`config.mk`:
```
export PLATFORM = sky130hd
export DESIGN_NAME = ad_ip_jesd204_tpl_dac_dma_fifo
export DESIGN_NICKNAME = d
export VERILOG_FILES = /design/src/rtl/ad_ip_jesd204_tpl_dac_dma_fifo_pkg.sv /design/src/rtl/ad_ip_jesd204_tpl_dac_fifo_mem.sv /design/src/rtl/ad_ip_jesd204_tpl_dac_dma_fifo.sv
export SDC_FILE = /design/constraint.sdc
export NUM_CORES = 2
export LEC_CHECK = 0
export CORE_MARGIN = 4
export CORE_UTILIZATION = 40
export CTS_CLUSTER_SIZE = 8
export DETAILED_ROUTE_END_ITERATION = 16
export REMOVE_ABC_BUFFERS = 1
export SYNTH_ARGS = -nofsm -noshare
export SYNTH_HDL_FRONTEND = slang
export SYNTH_SLANG_ARGS = --single-unit
```
`constraint.sdc`:
```
create_clock -name clk -period 22.6 [get_ports clk]
set_input_delay 3.39 -clock clk [delete_from_list [all_inputs] [get_ports clk]]
set_output_delay 3.39 -clock clk [all_outputs]
set_load 0.01 [all_outputs]
```
`src/rtl/ad_ip_jesd204_tpl_dac_dma_fifo_pkg.sv`:
```
//==============================================================================
// Module   : ad_ip_jesd204_tpl_dac_dma_fifo_pkg
// Purpose  : Shared types for the TPL DAC DMA elastic buffer. Holds the
//            playback state encoding used by the top level.
// Revision : 1.0 - initial release
//==============================================================================
`default_nettype none

package ad_ip_jesd204_tpl_dac_dma_fifo_pkg;

  // Playback state. The encodings are fixed so that software and debug
  // tooling can decode a probed state register.
  typedef enum logic [1:0] {
    ST_IDLE = 2'd0,
    ST_FILL = 2'd1,
    ST_RUN  = 2'd2
  } dac_fifo_state_e;

endpackage

`default_nettype wire

```
`src/rtl/ad_ip_jesd204_tpl_dac_fifo_mem.sv`:
```
//==============================================================================
// Module   : ad_ip_jesd204_tpl_dac_fifo_mem
// Purpose  : Simple dual-port RAM, one write port and one synchronous read
//            port. The read register doubles as the sample output register
//            and has a synchronous clear used for zero-fill.
// Ports    : clk                        - clock
//            i_wr_en/i_wr_addr/i_wr_data - write port
//            i_rd_en/i_rd_addr          - read port, data on o_rd_data after edge
//            i_rd_clr                   - load zero into the read register
//                                         (priority over i_rd_en)
//            o_rd_data                  - registered read data
// Revision : 1.0 - initial release
//==============================================================================
`default_nettype none

module ad_ip_jesd204_tpl_dac_fifo_mem #(
  parameter int DATA_WIDTH = 128,
  parameter int DEPTH_LOG2 = 4
) (
  input  logic                  clk,
  input  logic                  i_wr_en,
  input  logic [DEPTH_LOG2-1:0] i_wr_addr,
  input  logic [DATA_WIDTH-1:0] i_wr_data,
  input  logic                  i_rd_en,
  input  logic                  i_rd_clr,
  input  logic [DEPTH_LOG2-1:0] i_rd_addr,
  output logic [DATA_WIDTH-1:0] o_rd_data
);

  localparam int DEPTH = 1 << DEPTH_LOG2;

  logic [DATA_WIDTH-1:0] mem_q [DEPTH];
  logic [DATA_WIDTH-1:0] rd_data_q;
  logic [DATA_WIDTH-1:0] rd_data_d;

  always_ff @(posedge clk) begin
    if (i_wr_en) begin
      mem_q[i_wr_addr] <= i_wr_data;
    end
  end

  // The FIFO never reads and writes the same address in one cycle (that
  // would require it to be both empty and full), so no bypass is needed.
  always_comb begin
    rd_data_d = rd_data_q;
    if (i_rd_clr) begin
      rd_data_d = '0;
    end else if (i_rd_en) begin
      rd_data_d = mem_q[i_rd_addr];
    end
  end

  always_ff @(posedge clk) begin
    rd_data_q <= rd_data_d;
  end

  assign o_rd_data = rd_data_q;

endmodule

`default_nettype wire

```
`src/rtl/ad_ip_jesd204_tpl_dac_dma_fifo.sv`:
```
//==============================================================================
// Module   : ad_ip_jesd204_tpl_dac_dma_fifo
// Purpose  : Elastic buffer between the DMA stream and the JESD204 TPL DAC
//            core. Prefills to a threshold before playback, zero-fills on
//            starvation and pulses dac_dunf once per underflow event.
// Ports    : clk          - DAC link clock
//            resetn       - synchronous active-low reset
//            dac_enable   - playback enable, low flushes the buffer
//            s_axis_*     - DMA sample stream (valid/ready/data)
//            dac_valid    - TPL consume strobe
//            dac_ddata    - registered sample word to the TPL core
//            dac_dunf     - one-cycle underflow pulse
//            fifo_level   - occupancy, 0..2^DEPTH_LOG2
// Revision : 1.0 - initial release
//==============================================================================
`default_nettype none

module ad_ip_jesd204_tpl_dac_dma_fifo
  import ad_ip_jesd204_tpl_dac_dma_fifo_pkg::*;
#(
  parameter int DMA_DATA_WIDTH = 128,
  parameter int DEPTH_LOG2     = 4,
  parameter int PREFILL        = 8
) (
  input  logic                      clk,
  input  logic                      resetn,
  input  logic                      dac_enable,
  input  logic                      s_axis_valid,
  output logic                      s_axis_ready,
  input  logic [DMA_DATA_WIDTH-1:0] s_axis_data,
  input  logic                      dac_valid,
  output logic [DMA_DATA_WIDTH-1:0] dac_ddata,
  output logic                      dac_dunf,
  output logic [DEPTH_LOG2:0]       fifo_level
);

  localparam int               PTR_W       = DEPTH_LOG2 + 1;
  localparam logic [PTR_W-1:0] PREFILL_LVL = PTR_W'(PREFILL);

  dac_fifo_state_e  state_q, state_d;
  logic [PTR_W-1:0] wr_ptr_q, wr_ptr_d;
  logic [PTR_W-1:0] rd_ptr_q, rd_ptr_d;
  logic             dac_dunf_q, dac_dunf_d;

  logic [PTR_W-1:0] level;
  logic             empty;
  logic             full;
  logic             ready;
  logic             push;
  logic             pop;
  logic             starve;
  logic             rd_clr;

  // Extra pointer MSB separates full from empty; level wraps naturally.
  assign level = wr_ptr_q - rd_ptr_q;
  assign empty = (wr_ptr_q == rd_ptr_q);
  assign full  = (wr_ptr_q[DEPTH_LOG2-1:0] == rd_ptr_q[DEPTH_LOG2-1:0]) &&
                 (wr_ptr_q[DEPTH_LOG2] != rd_ptr_q[DEPTH_LOG2]);

  // Ready depends only on registered state: a pop in a full cycle does not
  // open a slot until the following cycle.
  assign ready  = (state_q != ST_IDLE) && !full;
  assign push   = s_axis_valid && ready;
  // Empty is judged on registered pointers, so a same-cycle push cannot
  // rescue a pop on an empty buffer.
  assign pop    = dac_valid && (state_q == ST_RUN) && !empty;
  assign starve = dac_valid && (state_q == ST_RUN) && empty;

  always_comb begin
    state_d    = state_q;
    wr_ptr_d   = wr_ptr_q;
    rd_ptr_d   = rd_ptr_q;
    dac_dunf_d = 1'b0;
    if (!dac_enable) begin
      // Flush: any push offered in this cycle is dropped.
      state_d  = ST_IDLE;
      wr_ptr_d = '0;
      rd_ptr_d = '0;
    end else begin
      wr_ptr_d = wr_ptr_q + {{DEPTH_LOG2{1'b0}}, push};
      rd_ptr_d = rd_ptr_q + {{DEPTH_LOG2{1'b0}}, pop};
      case (state_q)
        ST_IDLE: begin
          state_d = ST_FILL;
        end
        ST_FILL: begin
          if (level >= PREFILL_LVL) begin
            state_d = ST_RUN;
          end
        end
        ST_RUN: begin
          if (starve) begin
            state_d    = ST_FILL;
            dac_dunf_d = 1'b1;
          end
        end
        default: begin
          state_d = ST_IDLE;
        end
      endcase
    end
  end

  always_ff @(posedge clk) begin
    if (!resetn) begin
      state_q    <= ST_IDLE;
      wr_ptr_q   <= '0;
      rd_ptr_q   <= '0;
      dac_dunf_q <= 1'b0;
    end else begin
      state_q    <= state_d;
      wr_ptr_q   <= wr_ptr_d;
      rd_ptr_q   <= rd_ptr_d;
      dac_dunf_q <= dac_dunf_d;
    end
  end

  // Outside RUN the output register only ever carries zero, so clearing it
  // whenever the state is not RUN covers IDLE and FILL consumes alike.
  assign rd_clr = !resetn || !dac_enable || (state_q != ST_RUN) || starve;

  ad_ip_jesd204_tpl_dac_fifo_mem #(
    .DATA_WIDTH (DMA_DATA_WIDTH),
    .DEPTH_LOG2 (DEPTH_LOG2)
  ) u_mem (
    .clk       (clk),
    .i_wr_en   (push && dac_enable),
    .i_wr_addr (wr_ptr_q[DEPTH_LOG2-1:0]),
    .i_wr_data (s_axis_data),
    .i_rd_en   (pop),
    .i_rd_clr  (rd_clr),
    .i_rd_addr (rd_ptr_q[DEPTH_LOG2-1:0]),
    .o_rd_data (dac_ddata)
  );

  assign s_axis_ready = ready;
  assign dac_dunf     = dac_dunf_q;
  assign fifo_level   = level;

endmodule

`default_nettype wire

```
# Word level (Yosys, flattened, before mapping)
# Memories as Yosys holds them, arrays and structs flattened. A register that Yosys moved wholly into a read port is not among the register bits.
# Cells that the tools add are included.
# word_totals
reg_bits	13
mem_bits_rw	2048
input_bits	133
output_inout_bits	135
elab_cells	42
memories	1
# memory_table
memory	depth	width	rd	rd_clocked_by_memory_dff	wr	line_no	source
u_mem.mem_q	16	128	1	1	1	ad_ip_jesd204_tpl_dac_fifo_mem.sv:32	logic [DATA_WIDTH-1:0] mem_q [DEPTH];
# op_classes
addsub	3
n_lt_le_gt_ge	1
eq_ne	8
mux	6
n_reduce_logical	19
# op_table
cell	count
5-bit by 1-bit adder with 5-bit output	2
1-bit logical AND	7
2-bit inequality test (second input constant)	3
2-bit case mux with 3 select lines	1
5-bit equality test	1
5-bit by 4-bit greater-or-equal comparator with 1-bit output (second input constant)	1
5-bit subtractor	1
4-bit equality test	1
1-bit zero test	4
2-bit two-way mux	2
2-bit AND reduction	2
1-bit logical OR	3
1-bit two-way mux	3
3-bit AND reduction	1
2-bit by 1-bit equality test with 1-bit output (second input constant)	1
2-bit equality test (second input constant)	1
2-bit zero test	1
2-bit nonzero test	1
1-bit inequality test	1

# Logic depth before layout (Yosys ltp)
# depth
word_depth	8
ltp_mapped	13
mapped_depth_nobuf	10

# Hierarchy
# From an unflattened synthesis, not the netlist that was laid out.
# unflattened
hier_cells	4417
area_unflattened_um2	83488.8
# by_module_without_submodules
module	n_inst	cells_per_inst	area_each_um2	seq_area_each_um2
ad_ip_jesd204_tpl_dac_fifo_mem	1	4338	82754.4	64061.4
ad_ip_jesd204_tpl_dac_dma_fifo	1	79	734.5	260.2

# Least setup slack after synthesis
# OpenSTA, ideal clock, no wires.
# synth_timing
kind	input to register
start	in s_axis_valid
end	mem u_mem.mem_q[0][0] (enable)
setup_ns	0.928
t_arrival_ns	15.868
required_time_ns	21.672
path_slack_ns	5.804
stages	4
n_path_buf	1
cell_sequence	o2111a_1 nand2b_1 clkbuf_1 nor4_1
# synth_between
elab_chain_len	4
# synth_lines
element	line_no	source
start: declaration	ad_ip_jesd204_tpl_dac_dma_fifo.sv:28	input logic s_axis_valid,
1-bit logical AND	ad_ip_jesd204_tpl_dac_dma_fifo.sv:63	assign push = s_axis_valid && ready;
1-bit logical AND	ad_ip_jesd204_tpl_dac_dma_fifo.sv:127	.i_wr_en (push && dac_enable),
1-bit two-way mux	ad_ip_jesd204_tpl_dac_fifo_mem.sv:37	if (i_wr_en) begin
1-bit two-way mux (implied by the code)	ad_ip_jesd204_tpl_dac_fifo_mem.sv:38	mem_q[i_wr_addr] <= i_wr_data;
end: declaration	ad_ip_jesd204_tpl_dac_fifo_mem.sv:32	
# No other way between the ends.

# Final worst setup path
# layout_timing
start	reg rd_ptr_q[2]
end	out s_axis_ready
# layout_between
elab_chain_len	4
# layout_lines
element	line_no	source
start: declaration	ad_ip_jesd204_tpl_dac_dma_fifo.sv:42	logic [PTR_W-1:0] rd_ptr_q, rd_ptr_d;
start signal: assignment	ad_ip_jesd204_tpl_dac_dma_fifo.sv:113	rd_ptr_q <= rd_ptr_d;
4-bit equality test	ad_ip_jesd204_tpl_dac_dma_fifo.sv:57	assign full = (wr_ptr_q[DEPTH_LOG2-1:0] == rd_ptr_q[DEPTH_LOG2-1:0]) &&
1-bit logical AND	ad_ip_jesd204_tpl_dac_dma_fifo.sv:57	
1-bit zero test	ad_ip_jesd204_tpl_dac_dma_fifo.sv:62	assign ready = (state_q != ST_IDLE) && !full;
1-bit logical AND	ad_ip_jesd204_tpl_dac_dma_fifo.sv:62	
end: declaration	ad_ip_jesd204_tpl_dac_dma_fifo.sv:29	output logic s_axis_ready,
# No other way between the ends.

==> impl_metrics.yaml <==
sta:
  setup_viol: 0
  slew_viol_final: 0
  timing.final.crit_share_pct: 30.68
  hold_viol_final: 0
  rsz0062_at_grt: "false"
  max_freq_mhz: 144.2
  layout_min_cycle_time_ns: 6.934
  finClkSkew_ns: 0.06998
  max-slew-margin-rel_pct: 21.86
  worst_slew_pin_slew_ns: 1.161
  tns_ns: 0
synth:
  synth_top_cell_by_area: "edfxtp_1"
  synth_cells: 4064
  synth_top_family_by_area: "multiplexers"
  seq_area_frac_synth_pct: 78.82
  muxShareOfSynthArea_pct: 13.35
  yosysTopAreaCellShare_pct: 75.36
  syn_avg_cell_area_um2: 20.08
  postSynth.asyncResetShare_pct: 0
  ys_ff_latch: 2189
  ys_top_cells_by_area: "edfxtp_1 (75%), mux4_2 (7.1%), mux2i_1 (6.3%)"
  synth-adder-area-share_pct: 0.1472
  synth_compound_area_share_pct: 3.445
  ys_types: 41
  syn_area_um2: 81610
  ys.flop_type: "edfxtp_1"
  yosysWarnings: 0
  synthSimpleGateAreaFrac_pct: 2.729
  synth_edf_count: 2048
  synth-xor-area-share_pct: 0.09659
place:
  place_hpwl_um: 111500
  gp_congestion: 0.7326
  numPortBuffers: 267
  place_inst: 6845
route:
  first_pass_iters: 5
  ant_nets: 0
  viasPerCell: 5.567
  wire_per_inst_um: 27.84
  drcViolationCount: 0
  drt_iter0_drc: 3559
  vias: 41100
  wirelength_um: 205500
worst_setup_path:
  cp.arrival_ns: 3.54
  worstPathBufferInverterCount: 2
  cp-end-kind: "primary output"
  worstPathRequired_ns: 19.21
  crit_family: "flip-flops"
  slowest_stage: "dfxtp_4"
  critPathLaunchType: "flop"
  crit_chain: "inv_1 > ha_1 > and4_1 > a21boi_0 > clkdlybuf4s50_1"
  crit_type: "reg2out"
  cp_slowest_stage_delay_ns: 0.86
  critPathMaxFanout: 49
layout:
  drive_gt1_share_pct: 15.13
  final_cells: 7383
  fillers: 16630
  nNetsFinal: 4641
  syn2layout_area_growth_pct: 18.27
floorplan:
  fp.dieArea_um2: 211300
  fp.dieH_um: 459.7
  start_util_pct: 40.29
  core_area_um2: 202500
  rows: 165
  die_w_um: 459.7
  io_pins: 268
hold_path:
  min_path_type: "reg2reg"
cts:
  clk_path_buf_depth: 4
  cts_buffers: 324
  post_cts_resized: 0
  clock-root-buffer: "clkbuf_16"
  postCtsHoldBufs: 0
  clkTransAtPathRegs_ns: 0.05
  clkLatencyLatePin_ns: 0.91
  clkSinkCount: 2189
  h-tree-depth: 5
  post_cts_buffers: 0
  cts_tree: "yes"
global_route:
  grt.total_usage_pct: 19.27
  grt_overflow: 0
  grt_pass1_vias: 42760
  grt_max_degree: 129
  grt_pass1_wl_um: 299000
  antenna_found_initial: 32
pwr:
  power_density_nw_per_um2: 91.76
  power.leakage_nw: 29.08
  peakVddDrop_v: 0.00008130
outcome:
  status: "completed"
run:
  maxCapViolations: 0
power by group:
group | switching (mW) | internal, mW
logic | 0.0693 | 0.0294
registers | 0.00157 | 4.44
clock network | 1.61 | 2.70
final cells by class:
class	instances	area, µm²	share of cell area [%]
sequential	2189	64330	66.65
multi-input combinational	1623	16270	16.86
tap	2672	3343	3.464
clock buffer	513	9009	9.334
clock inverter	7	97.59	0.1011
timing repair buffer	353	3381	3.503
inverter	8	35.03	0.03630
antenna	18	45.04	0.04667
sequential cells by signal, summed over array words and instances, names as in the netlist:
register,count
wr_ptr_q,5
rd_ptr_q,5
dac_dunf,1
u_mem.o_rd_data,128
u_mem.mem_q,2048
state_q,2
cells in the final DEF (no fill, tap or decap), drive strengths merged, types with 129 or more instances in the layout:
cell type and instances:
mux4 257, mux2i 510, clkbuf 513, nor2 144
edfxtp 2048, nor4 129, dfxtp 141, nor3 135
clkdlybuf4s50 267, o22ai 255
final timing paths:
check	from	end	slack [ns]	cells past startpoint
setup / recovery	rd_ptr_q[2]$_SDFF_PN0_	s_axis_ready	15.67	5
hold / removal	u_mem.o_rd_data[45]$_SDFFE_PP0P_	u_mem.o_rd_data[45]$_SDFFE_PP0P_	0.49	2
setup reg to reg	rd_ptr_q[0]$_SDFF_PN0_	u_mem.o_rd_data[22]$_SDFFE_PP0P_	16.74	8
hold reg to reg	u_mem.o_rd_data[45]$_SDFFE_PP0P_	u_mem.o_rd_data[45]$_SDFFE_PP0P_	0.49	2
metal layers:
layer / share of wire [%] / global-route usage, % / wire [µm]
met1: 42 / 26.03 / 86850
met2: 48 / 31.10 / 99080
met3: 6.8 / 4.559 / 14050
met4: 2.7 / 6.003 / 5481
met5: 0.035 / 0 / 71
metrics by stage:
stage	instance area, µm²	hold slack [ns]	worst slack, ns	utilization [%]	power, mW
after floorplan	80480	0.5105	-19.92	-	4.540
after global placement	87360	0.4804	14.89	43.14	4.617
after detailed placement	87360	0.4786	14.86	43.14	4.622
after CTS	96470	0.4896	15.52	47.63	8.947
after global routing	96490	0.5090	15.47	47.64	9.149
final	96510	0.4877	15.67	47.65	8.856
worst register-to-register path, stage by stage (launching register included):
cell and delay, ns:
dfxtp_4 0.89, buf_4 0.86, buf_4 0.69, buf_4 0.74
buf_4 0.92, mux4_2 0.71, a22o_1 0.26, nor4_1 0.58
nor3_1 0.10
cell usage after synthesis, types with 10 or more instances:
master,n
nor4_1,129
nand3_1,10
mux4_2,257
edfxtp_1,2048
a22o_1,127
nor2_1,144
o22ai_1,255
mux2i_1,510
buf_2,91
clkbuf_1,134
buf_6,12
dfxtp_1,141
nor3_1,135
kinds of logic (layout without fill, tap and decap cells):
kind of cell | count (synthesis) | after routing
mux | 767 | 767
xor+xnor | 9 | 9
simple gates | 442 | 442
fa+ha+maj | 9 | 9
compound gates | 396 | 396
buf+inv | 252 | 881
other cells | 0 | 18
flops | 2189 | 2189
Note: power is estimated with default switching activity, not from simulation.
